===== config.mk =====
export PLATFORM = sky130hd
export DESIGN_NAME = pattern_shift_engine
export DESIGN_NICKNAME = d
export VERILOG_FILES = /design/src/rtl/pattern_shift_engine.sv
export SDC_FILE = /design/constraint.sdc
export NUM_CORES = 1
export LEC_CHECK = 0
export CORE_ASPECT_RATIO = 0.75
export CORE_MARGIN = 2
export CORE_UTILIZATION = 56
export DETAILED_ROUTE_END_ITERATION = 8
export HOLD_SLACK_MARGIN = 0.05
export MAX_ROUTING_LAYER = met4
export PLACE_DENSITY = 0.85
export SYNTH_ARGS = -nofsm -noshare
export SYNTH_HDL_FRONTEND = slang
export SYNTH_SLANG_ARGS = --single-unit

===== constraint.sdc =====
create_clock -name clk -period 3.9 [get_ports clk]
set_clock_uncertainty 0.2 [all_clocks]
set_input_delay 0.585 -clock clk [delete_from_list [all_inputs] [get_ports clk]]
set_output_delay 0.585 -clock clk [all_outputs]
set_load 0.005 [all_outputs]

===== src/rtl/pattern_shift_engine.sv =====
// Pattern register stepped by a prescaled tick through shift/rotate/bounce modes.
// Load and stepped values show on out one cycle after their edge; no backpressure.
module pattern_shift_engine #(
    parameter int               WIDTH     = 8,
    parameter int               DIV_WIDTH = 16,
    parameter logic [WIDTH-1:0] INIT      = WIDTH'(1)
) (
    input  logic                 clk,
    input  logic                 clear_n,
    input  logic                 load,
    input  logic [WIDTH-1:0]     data,
    input  logic                 en,
    input  logic [2:0]           mode,
    input  logic [DIV_WIDTH-1:0] div,
    output logic [WIDTH-1:0]     out,
    output logic                 dir,
    output logic                 step,
    output logic                 wrap
);

    localparam int M = WIDTH - 1;

    typedef enum logic [2:0] {
        MODE_HOLD   = 3'd0,
        MODE_ROL    = 3'd1,
        MODE_ROR    = 3'd2,
        MODE_SLL    = 3'd3,
        MODE_SRL    = 3'd4,
        MODE_SRA    = 3'd5,
        MODE_BOUNCE = 3'd6,
        MODE_RSVD   = 3'd7
    } mode_e;

    logic [DIV_WIDTH-1:0] cnt;
    logic                 tick;
    logic [WIDTH-1:0]     nxt_out;
    logic                 nxt_dir;
    logic                 nxt_wrap;

    // >= rather than == so that shrinking div mid-count never strands the counter
    assign tick = en && (cnt >= div);

    always_comb begin
        nxt_out  = out;
        nxt_dir  = dir;
        nxt_wrap = 1'b0;
        case (mode_e'(mode))
            MODE_ROL: begin
                nxt_out  = {out[M-1:0], out[M]};
                nxt_wrap = out[M];
            end
            MODE_ROR: begin
                nxt_out  = {out[0], out[M:1]};
                nxt_wrap = out[0];
            end
            MODE_SLL: begin
                nxt_out  = {out[M-1:0], 1'b0};
                nxt_wrap = out[M];
            end
            MODE_SRL: begin
                nxt_out  = {1'b0, out[M:1]};
                nxt_wrap = out[0];
            end
            MODE_SRA: begin
                nxt_out  = {out[M], out[M:1]};
                nxt_wrap = out[0];
            end
            MODE_BOUNCE: begin
                if (out != '0) begin
                    if (!dir) begin
                        if (out[M]) begin
                            nxt_dir  = 1'b1;
                            nxt_out  = {1'b0, out[M:1]};
                            nxt_wrap = 1'b1;
                        end else begin
                            nxt_out = {out[M-1:0], 1'b0};
                        end
                    end else begin
                        if (out[0]) begin
                            nxt_dir  = 1'b0;
                            nxt_out  = {out[M-1:0], 1'b0};
                            nxt_wrap = 1'b1;
                        end else begin
                            nxt_out = {1'b0, out[M:1]};
                        end
                    end
                end
            end
            MODE_HOLD, MODE_RSVD: begin
            end
        endcase
    end

    always_ff @(posedge clk or negedge clear_n) begin
        if (!clear_n) begin
            out  <= INIT;
            dir  <= 1'b0;
            cnt  <= '0;
            step <= 1'b0;
            wrap <= 1'b0;
        end else if (load) begin
            out  <= data;
            dir  <= 1'b0;
            cnt  <= '0;
            step <= 1'b0;
            wrap <= 1'b0;
        end else if (tick) begin
            out  <= nxt_out;
            dir  <= nxt_dir;
            cnt  <= '0;
            step <= 1'b1;
            wrap <= nxt_wrap;
        end else begin
            if (en) begin
                cnt <= cnt + 1'b1;
            end
            step <= 1'b0;
            wrap <= 1'b0;
        end
    end

endmodule


==> impl_metrics.py <==
metrics = {
    "run_status": {
        "status": "complete, no violations",
    },
    "global_route": {
        "grt_pass1_wl_mm": 8.05,
        "grt_start_max_net_pins": 29,
        "track_usage_pct": 25.1,
        "grt.overflow.total": 0,
        "antenna_found_initial": 0,
        "grt_pass1_vias": 1687,
    },
    "synth": {
        "async_reset_ff_share_pct": 100,
        "synth_area_um2": 2120,
        "ys_seq_area_share_pct": 31.9,
        "synth_warnings": 0,
        "synth_top_family_by_area": "simple AND/OR/NAND/NOR gates",
        "synth_compound_area_share_pct": 20.1,
        "synth_flop_cell": "dfrtp_1",
        "muxShareOfSynthArea_pct": 4.96,
        "syn-num-nets": 289,
        "synthesis.instances": 241,
        "synth_adder_area_share_pct": 10.0,
        "yosys.area_share.simple_pct": 21.0,
        "synth_edf_count": 0,
        "synth-seq-cells": 27,
        "synth_xor_area_share_pct": 5.37,
        "avgSynthCellArea_um2": 8.79,
        "synth_cell_types": 50,
    },
    "drt": {
        "ant_nets": 0,
        "drt_iter0_markers": 189,
        "drc": 0,
        "dr.pass1.iters": 4,
        "avgRoutedWirePerCell_um": 14.6,
        "avgViaCountPerCell": 5.65,
        "routed_wl_mm": 4.86,
        "vias": 1875,
    },
    "clock_tree": {
        "clock-root-buffer": "clkbuf_8",
        "holdBufCountCts": 0,
        "postCtsSetupBuffers": 0,
        "cts_tree": "done",
        "cts-resized-gates": 0,
        "clk_latency_ns": 0.28,
        "cts_max_level": 1,
        "cts_buffers": 3,
        "clkTransAtPathRegs_ns": 0.10,
        "cts.sinks": 27,
        "clk_path_buf_depth": 2,
    },
    "placed_design": {
        "gp_congestion": 0.967,
        "place_hpwl_mm": 3.73,
        "dp_cells": 328,
        "io_buffers": 41,
    },
    "power_and_ir_drop": {
        "power.density_nw_per_um2": 254,
        "p_leak_nw": 1.19,
        "ir_drop_uv": 207,
        "power_frac_comb_pct": 26.9,
        "internal-power_uw": 473,
        "p_sw_share_pct": 29.2,
        "power_frac_clock_pct": 24.7,
        "p_sw_uw": 195,
        "pwr-share-seq_pct": 48.4,
    },
    "timing": {
        "finalSetupTns_ns": 0,
        "finalMaxSlewViolations": 0,
        "setup_viol": 0,
        "fmax_mhz": 342,
        "finalHoldViolCount": 0,
        "tightest_slew_ns": 0.510,
        "period_minus_slack_ns": 2.92,
        "min_period_over_period_pct": 75.0,
        "grt_setup_unrepaired": "no",
        "slew_headroom_pct": 65.9,
        "whs_ns": 0.376,
    },
    "setup_path": {
        "cp_data_required_time_ns": 3.87,
        "endpoint_kind": "flop",
        "path_class": "primary input to flop",
        "crit_path_start_kind": "primary input",
        "worst-path-max-fanout": 9,
        "cp.arrival_ns": 2.90,
    },
    "layout": {
        "multi_input_area_um2": 1300,
        "fin_nets": 329,
        "seq_area_um2": 677,
        "instances_no_fill": 332,
        "area_growth_pct": 23.8,
        "nFillCells": 289,
        "drive_gt1_share_pct": 10.0,
        "num_antenna_cells": 0,
    },
    "floorplanning": {
        "die_w_um": 75.0,
        "die_area_um2": 4300,
        "ios": 42,
        "core_um2": 3640,
        "initial_core_util_pct": 58.3,
        "core.rowCount": 19,
        "die_y_um": 57.3,
    },
    "flow_run": {
        "cap_viol_max_count": 0,
    },
    "worst_hold_path": {
        "hp-class": "flop to flop",
    },
}
power groups by stage:
| stage | logic, mW | registers, mW | clock network [mW] |
|---|---|---|---|
| floorplan | 0.0992 | 0.317 | 0 |
| global placement | 0.175 | 0.327 | 0 |
| detailed placement | 0.179 | 0.326 | 0 |
| CTS | 0.179 | 0.322 | 0.166 |
| global route | 0.195 | 0.325 | 0.179 |
| finish | 0.180 | 0.323 | 0.165 |
cell usage after synthesis, types with 2 or more instances:
cell type | instances | share of area (%)
a211oi_1 | 3 | 1.1
a21o_1 | 2 | 0.71
a21o_2 | 2 | 0.83
a21oi_1 | 16 | 3.8
a32oi_1 | 3 | 1.2
and2_1 | 3 | 0.89
and3_1 | 3 | 0.89
and4_1 | 3 | 1.2
clkbuf_1 | 7 | 1.2
dfrtp_1 | 26 | 31
ha_1 | 17 | 10
inv_1 | 26 | 4.6
mux2_4 | 7 | 5.0
nand2_1 | 27 | 4.8
nand2b_1 | 3 | 0.89
nand3_1 | 10 | 2.4
nor2_1 | 21 | 3.7
nor3_1 | 3 | 0.71
nor3b_1 | 3 | 1.1
o21ai_0 | 10 | 2.4
o22ai_1 | 3 | 0.89
o311ai_0 | 3 | 1.2
or2_1 | 2 | 0.59
xnor2_1 | 3 | 1.2
xor2_1 | 10 | 4.1
layout make-up:
cell class                      count  share of cell area, %
Sequential cell                    27                   25.8
Timing Repair Buffer               44                   16.5
Tap cell                           52                   2.48
Clock buffer                        3                   1.57
Inverter                           26                   3.72
Clock inverter                      1                  0.286
Multi-Input combinational cell    179                   49.6
sequential cells by signal, indices dropped and copies added (netlist names):
signal  cells
cnt        16
dir         1
out         8
step        1
wrap        1
logic make-up (layout without fill, tap and decap cells):
kind of cell,Yosys count,count (layout)
adder cells (fa/ha/maj),17,17
multiplexers,7,7
flip-flops,27,27
XOR/XNOR,13,13
buffers and inverters,35,74
AND/OR/NAND/NOR,87,87
AO/OA/AOI/OAI,55,55
worst max-delay path, stage by stage:
cell,delay [ns]
clkdlybuf4s50_1,0.46
inv_1,0.04
ha_1,0.30
a21oi_1,0.15
o21ai_0,0.13
a221oi_2,0.35
o211ai_4,0.19
a31oi_4,0.36
mux2_4,0.33
stage by stage:
step	power [mW]	cell area (µm²)	util (%)	setup WS (ns)
after global placement	0.502	2570	70.8	0.728
after CTS	0.667	2620	72.1	0.970
after detailed placement	0.505	2570	70.8	0.671
after floorplan	0.416	2120	-	1.31
final	0.668	2620	72.1	0.976
after global routing	0.699	2620	72.1	0.808
routing by layer:
layer | GRT usage, % | vias to the layer above | part of all wire (%)
li1 | - | 925 | -
met1 | 37.2 | 877 | 47
met2 | 34.8 | 66 | 44
met3 | 5.65 | 7 | 7.5
met4 | 6.38 | 0 | 1.0
met5 | - | - | 0
worst paths after layout:
kind | start | end | slack, ns | cells past startpoint
setup / recovery | div[5] | out[1] | 0.98 | 9
min in group asynchronous | clear_n | cnt[15] | 0.48 | 2
hold / removal | cnt[15] | cnt[15] | 0.38 | 2
hold reg to reg | cnt[15] | cnt[15] | 0.38 | 2
max in group asynchronous | clear_n | out[0] | 2.72 | 2
setup reg to reg | cnt[0] | out[1] | 1.26 | 8
placed cells by master (no fill, tap or decap), drive strengths merged, types with 7 or more instances in the layout:
cell            n
a21oi          16
clkdlybuf4s50  41
dfrtp          26
ha             17
inv            26
mux2            7
nand2          27
nand3          10
nor2           21
o21ai          11
xor2           10
(Power assumes the default switching activity.)
